`src/rtl/alu_arbiter.sv`:
```
// Two-requester round-robin front end for a shared combinational ALU.
// One transaction in flight: IDLE accepts, ISSUE drives the ALU, RESP holds the result.
module alu_arbiter (
  input  logic        clk,
  input  logic        rst,
  input  logic [1:0]  req_valid,
  output logic [1:0]  req_ready,
  input  logic [3:0]  req0_op,
  input  logic [3:0]  req1_op,
  input  logic [63:0] req0_a,
  input  logic [63:0] req1_a,
  input  logic [1:0]  req0_bsel,
  input  logic [1:0]  req1_bsel,
  input  logic [63:0] req0_rs2,
  input  logic [63:0] req1_rs2,
  input  logic [63:0] req0_imm,
  input  logic [63:0] req1_imm,
  output logic [3:0]  alu_op,
  output logic [63:0] alu_a,
  output logic [1:0]  alu_bsel,
  output logic [63:0] alu_rs2,
  output logic [63:0] alu_imm,
  input  logic [63:0] alu_res,
  output logic [1:0]  rsp_valid,
  input  logic [1:0]  rsp_ready,
  output logic [63:0] rsp_data,
  output logic        busy
);

  typedef enum logic [1:0] {
    IDLE  = 2'd0,
    ISSUE = 2'd1,
    RESP  = 2'd2
  } state_t;

  typedef struct packed {
    logic [3:0]  op;
    logic [63:0] a;
    logic [1:0]  bsel;
    logic [63:0] rs2;
    logic [63:0] imm;
  } opnd_t;

  state_t state;
  state_t state_nxt;
  opnd_t  opnd;
  opnd_t  req0_opnd;
  opnd_t  req1_opnd;
  logic   gnt;
  logic   last;
  logic   win;
  logic   accept;

  assign req0_opnd = {req0_op, req0_a, req0_bsel, req0_rs2, req0_imm};
  assign req1_opnd = {req1_op, req1_a, req1_bsel, req1_rs2, req1_imm};
  assign accept    = (state == IDLE) && (|req_valid);

  // On contention the requester not granted last time wins.
  always_comb begin
    win = 1'b0;
    unique case (req_valid)
      2'b10:   win = 1'b1;
      2'b11:   win = ~last;
      default: win = 1'b0;
    endcase
  end

  always_ff @(posedge clk or posedge rst) begin
    if (rst) begin
      state <= IDLE;
    end else begin
      state <= state_nxt;
    end
  end

  always_comb begin
    state_nxt = state;
    unique case (state)
      IDLE:    if (accept) state_nxt = ISSUE;
      ISSUE:   state_nxt = RESP;
      RESP:    if (rsp_ready[gnt]) state_nxt = IDLE;
      default: state_nxt = IDLE;
    endcase
  end

  always_comb begin
    req_ready = 2'b00;
    rsp_valid = 2'b00;
    busy      = (state != IDLE);
    {alu_op, alu_a, alu_bsel, alu_rs2, alu_imm} = '0;
    if (accept) begin
      req_ready = win ? 2'b10 : 2'b01;
    end
    if (state != IDLE) begin
      {alu_op, alu_a, alu_bsel, alu_rs2, alu_imm} = opnd;
    end
    if (state == RESP) begin
      rsp_valid = gnt ? 2'b10 : 2'b01;
    end
  end

  always_ff @(posedge clk or posedge rst) begin
    if (rst) begin
      opnd     <= '0;
      gnt      <= 1'b0;
      last     <= 1'b1;
      rsp_data <= '0;
    end else begin
      if (accept) begin
        opnd <= win ? req1_opnd : req0_opnd;
        gnt  <= win;
        last <= win;
      end
      if (state == ISSUE) begin
        rsp_data <= alu_res;
      end
    end
  end

endmodule

```
`config.mk`:
```
export PLATFORM = sky130hd
export DESIGN_NAME = alu_arbiter
export DESIGN_NICKNAME = d
export VERILOG_FILES = /design/src/rtl/alu_arbiter.sv
export SDC_FILE = /design/constraint.sdc
export NUM_CORES = 1
export LEC_CHECK = 0
export BUFFER_PORTS_ARGS = -buffer_cell sky130_fd_sc_hd__clkbuf_2
export CORE_AREA = 2 2 282 284
export DETAILED_ROUTE_END_ITERATION = 8
export DIE_AREA = 0 0 284 286
export PLACE_DENSITY = 0.37
export RECOVER_POWER = 25
export SETUP_SLACK_MARGIN = 0.5
export SLEW_MARGIN = 20
export SYNTH_ARGS = -nofsm -noshare
export SYNTH_HDL_FRONTEND = slang
export SYNTH_SLANG_ARGS = --single-unit
```
`constraint.sdc`:
```
create_clock -name clk -period 8.75 [get_ports clk]
set_input_delay 0.4375 -clock clk [delete_from_list [all_inputs] [get_ports clk]]
set_output_delay 0.4375 -clock clk [all_outputs]
set_load 0.01 [all_outputs]
```
---- After elaboration in Yosys (flattened, before gate mapping) ----
Cells that the tools add are included.
storage, ports and cells
  word-level logic and storage cells ...... 38
  ROM bits ................................ 0
  output and inout bits ................... 267
  memories kept ........................... 0
  latch bits .............................. 0
  register bits ........................... 266
  bits in writable memories ............... 0
cells by class
  magnitude comparators ................... 1
  multiply operators ...................... 0
  shift operators ......................... 0
  bitwise gates (word level) .............. 1
  reduce and logical (&&, ||, !) cells .... 5
  div/mod/pow operators ................... 0
  multiplexer cells ....................... 16
  equality and inequality tests ........... 6
  $add $sub $neg .......................... 0
operators by type and width
  operator                                              number
  2-to-1 mux 198 bit                                    1
  2-to-1 mux 64 bit                                     3
  2-to-1 mux 2 bit                                      7
  equality test 2 bit (second input constant)           3
  one-hot mux 2 bit (3 select lines)                    1
  2-to-1 mux 4 bit                                      1
  inequality test 2 bit (second input constant)         2
  equality test 2 x 1 -> 1 bit (second input constant)  1
  zero test 2 bit                                       1
  < comparator 1 x 2 -> 1 bit (second input constant)   1
  2-to-1 mux 1 bit                                      2
  one-hot mux 1 bit (2 select lines)                    1
  AND reduction 2 bit                                   1
  nonzero test 2 bit                                    1
  OR reduction 2 bit                                    1
  logical AND 1 bit                                     1
  NOT 1 bit                                             1

---- Longest topological paths before layout ----
  depth after elaboration ................. 4
  gate-level depth with buffers ........... 6
  depth with buffers taken out ............ 3

---- Worst setup path before layout ----
No wires, ideal clock.
  path type ............................... reg-to-output
  start point ............................. reg state[0]
  end point ............................... out alu_a[46]
  path slack .............................. 7.039 ns
  required time ........................... 8.312 ns
  arrival time ............................ 1.274 ns
  path buffers ............................ 3
  stages on the path, launching flop included .. 7
  cell sequence ........................... dfrtp_1 -> nor2_1 -> buf_4 -> inv_2 -> clkbuf_1 -> clkbuf_1 -> and2_1
between the ends
  cells in the longest elaborated chain, start to end .. 2
RTL lines
  what                    RTL line  text
  start, declared         44        state_t state;
  start signal, assigned  72        state <= state_nxt;
  nonzero test 2 bit      94        if (state != IDLE) begin
  2-to-1 mux 64 bit       94
  end, declared           19        output logic [63:0] alu_a,
Every way passes these cells.

==> metrics <==
Yosys warning count 0; largest net degree at the start of global routing 114; count of different cell masters after synthesis 19; failing checks max-capacitance violations, max-slew violations; Clock power frac 21.4%; Remaining DRCs 0; clock root cell clkbuf_16; first-pass GRT wire length 81.6 mm; clk sink count 266; nature of the critical path startpoint input pin; post-synth net total 1523; clk_lat worst skew 550 ps; clock tree buffer depth 3; post-synthesis register bit count 266; syn_area_per_cell 11.8 um^2; Synth Cell Area 0.0125 mm^2; Data arrival, critical path 5310 ps; PortBufs 732; worst-path maximum fanout 93; LEAKAGE 9.46 nW; CTS clock-pin slew for the worst setup and hold paths 60 ps; Final Max Slew Viols 188; met2 Use GR 22.6%; Seq/Total Area, Yosys 53.2%; vias after detailed routing 11700; min Tclk post-route 4740 ps; cell with the most instances after synthesis dfrtp_1; Chip Width 284 um; Overall Power 6.85 mW; Initial Utilization 16.0%; Post-CTS Setup Bufs 0; Placer Congestion 0.848; WL per Instance 19.8 um; maximum clock frequency 0.211 GHz; Internal 4.15 mW; Vias/cell 4.18; CTS resizes 0; Hold WC Path Type input pin to flip-flop; Core Region 0.0784 mm^2; Post-synth top flop dfrtp_1; Layout area overhead 45.3%; number of synthesized flops with an enable pin 0; global routing usage on met3 3.89%; Mapped Cells 1057; final setup fails 0; top cells by count, synth 265 x dfrtp_1, 199 x and2_1, 199 x and3_1; Rel. slew slack -194%; Area contributors post-synth dfrtp_1 53%, a221o_1 16%, and2_1 9.9%; proportion of netlist area held by the largest area contributor 53.0%; Worst IR Drop VDD 0.157 mV; sequential share of power 31.9%; GRT overflow 0; share of layout cells above drive strength 1 46.1%; crit path kind input pin to asynchronous set/reset pin; Required @ worst endpoint 9310 ps; I/O Pins 733; gr busiest metal met2; Final period util 54.2%; area leader, netlist dfrtp_1; cell row count 103; Worst Tran Pin Value 4390 ps; multi-input gate area in the final layout 0.00530 mm^2; drt initial violations 473; Pre-Repair DR Iteration Count 5; Sw Ratio 39.4%; Tot GR Track Use 13.0%; Setup Total Neg Slack 0 ps; Post-synth ARST share 100%; Final Hold Vio Count 0; met1 Usage GRT 15.1%; die area 0.0812 mm^2; fill count 8670; Nets 2194; RSZ-0062 raised after global routing false; die height 286 um; pwr dens 377 mW/mm^2; hpwl dp 39.0 mm; combinational share of power 46.8%; Post-Route Skew 17.0 ps; switching power 2.70 mW; WL final 55.6 mm; vias in the first global route 12600; number of CTS-inserted buffers 35; antenna-violating nets left 0; Max Cap Violations 3; CTS tree yes; H-Tree Depth 2; CP endpoint kind asynchronous set/reset pin; run status complete, but fails checks; initial antenna violation count 3; Storage cell area 0.00666 mm^2
## registers in the layout, summed over array words and instances, names as in the netlist
signal / cells
opnd: 198
state: 2
rsp_data: 64
gnt: 1
last: 1
## power groups by stage
stage | registers, mW | logic (mW) | clock network, mW
6_report | 2.18 | 3.21 | 1.47
5_1_grt | 2.26 | 3.50 | 1.58
4_1_cts | 2.19 | 3.31 | 1.53
3_5_place_dp | 2.19 | 3.31 | 0
3_3_place_gp | 2.19 | 3.30 | 0
2_1_floorplan | 2.15 | 1.99 | 0
## timing repair
action	4_1_cts	5_1_grt
setup endpoints to repair	0	0
hold buffers	1	0
hold endpoints to repair	36	0
## layout make-up
type | count | area share, %
sequential | 266 | 36.6
multi-input combinational | 672 | 29.1
timing repair buffer | 749 | 20.5
tap | 1050 | 7.22
clock buffer | 56 | 5.85
clock inverter | 7 | 0.537
inverter | 4 | 0.103
antenna | 3 | 0.0413
## final timing paths
kind,depth (start not counted),from,slack [ps],to
worst min-delay path,2,req0_a[57],110,opnd[187]
max in group clk,5,state[0],4080,alu_rs2[18]
worst max register to register,5,state[0],4440,opnd[140]
worst max-delay path,5,rst,4010,opnd[92]
min in group asynchronous,3,rst,1740,rsp_data[26]
worst min register to register,1,opnd[25],500,opnd[25]
## critical path, stage by stage
cell and delay (ps):
dlygate4sd3_1 530, clkbuf_2 110, clkinvlp_2 2430, buf_4 900, buf_4 750
## metal layers
metal	routed length, um	up-vias
met3	4520	86
li1	-	5316
met5	0	-
met2	27700	524
met4	1970	0
met1	21500	5805
## per-stage QoR
step | instances | utilization [%] | setup slack, ps | cell area (um^2) | hold slack [ps]
3_5_place_dp | 2739 | 21.8 | 5340 | 17100 | 490
3_3_place_gp | 2739 | 21.8 | 5310 | 17100 | 487
4_1_cts | 2803 | 23.3 | 4920 | 18300 | 49.6
2_1_floorplan | 1057 | - | 989 | 12500 | 471
6_report | 2807 | 23.2 | 4010 | 18200 | 108
5_1_grt | 2806 | 23.2 | 3170 | 18200 | 62.8
## placed cells by master (no fill, tap or decap)
master,count
a21boi_4,1
a21o_1,2
a221o_1,198
and2_1,199
and3_1,198
and3_4,1
buf_16,1
buf_4,13
buf_6,1
bufinv_16,1
clkbuf_1,75
clkbuf_16,35
clkbuf_2,668
clkbuf_8,11
clkinv_2,3
clkinv_8,2
clkinvlp_2,1
dfrtp_1,265
dfstp_2,1
diode_2,3
dlygate4sd3_1,1
inv_1,2
inv_16,1
inv_4,1
mux2_2,65
nand2b_1,2
nand2b_2,1
nor2_1,3
o21ai_0,1
o21ai_4,1
## cells by family (layout without fill, tap and decap cells)
family / after synthesis / in the layout / synth area share (%)
buf+inv: 119 / 816 / 4.67
compound gates: 203 / 203 / 16.2
other cells: 0 / 3 / 0
flops: 266 / 266 / 53.2
simple gates: 404 / 404 / 20.1
mux: 65 / 65 / 5.85
Power figures use the tool's default switching activity.
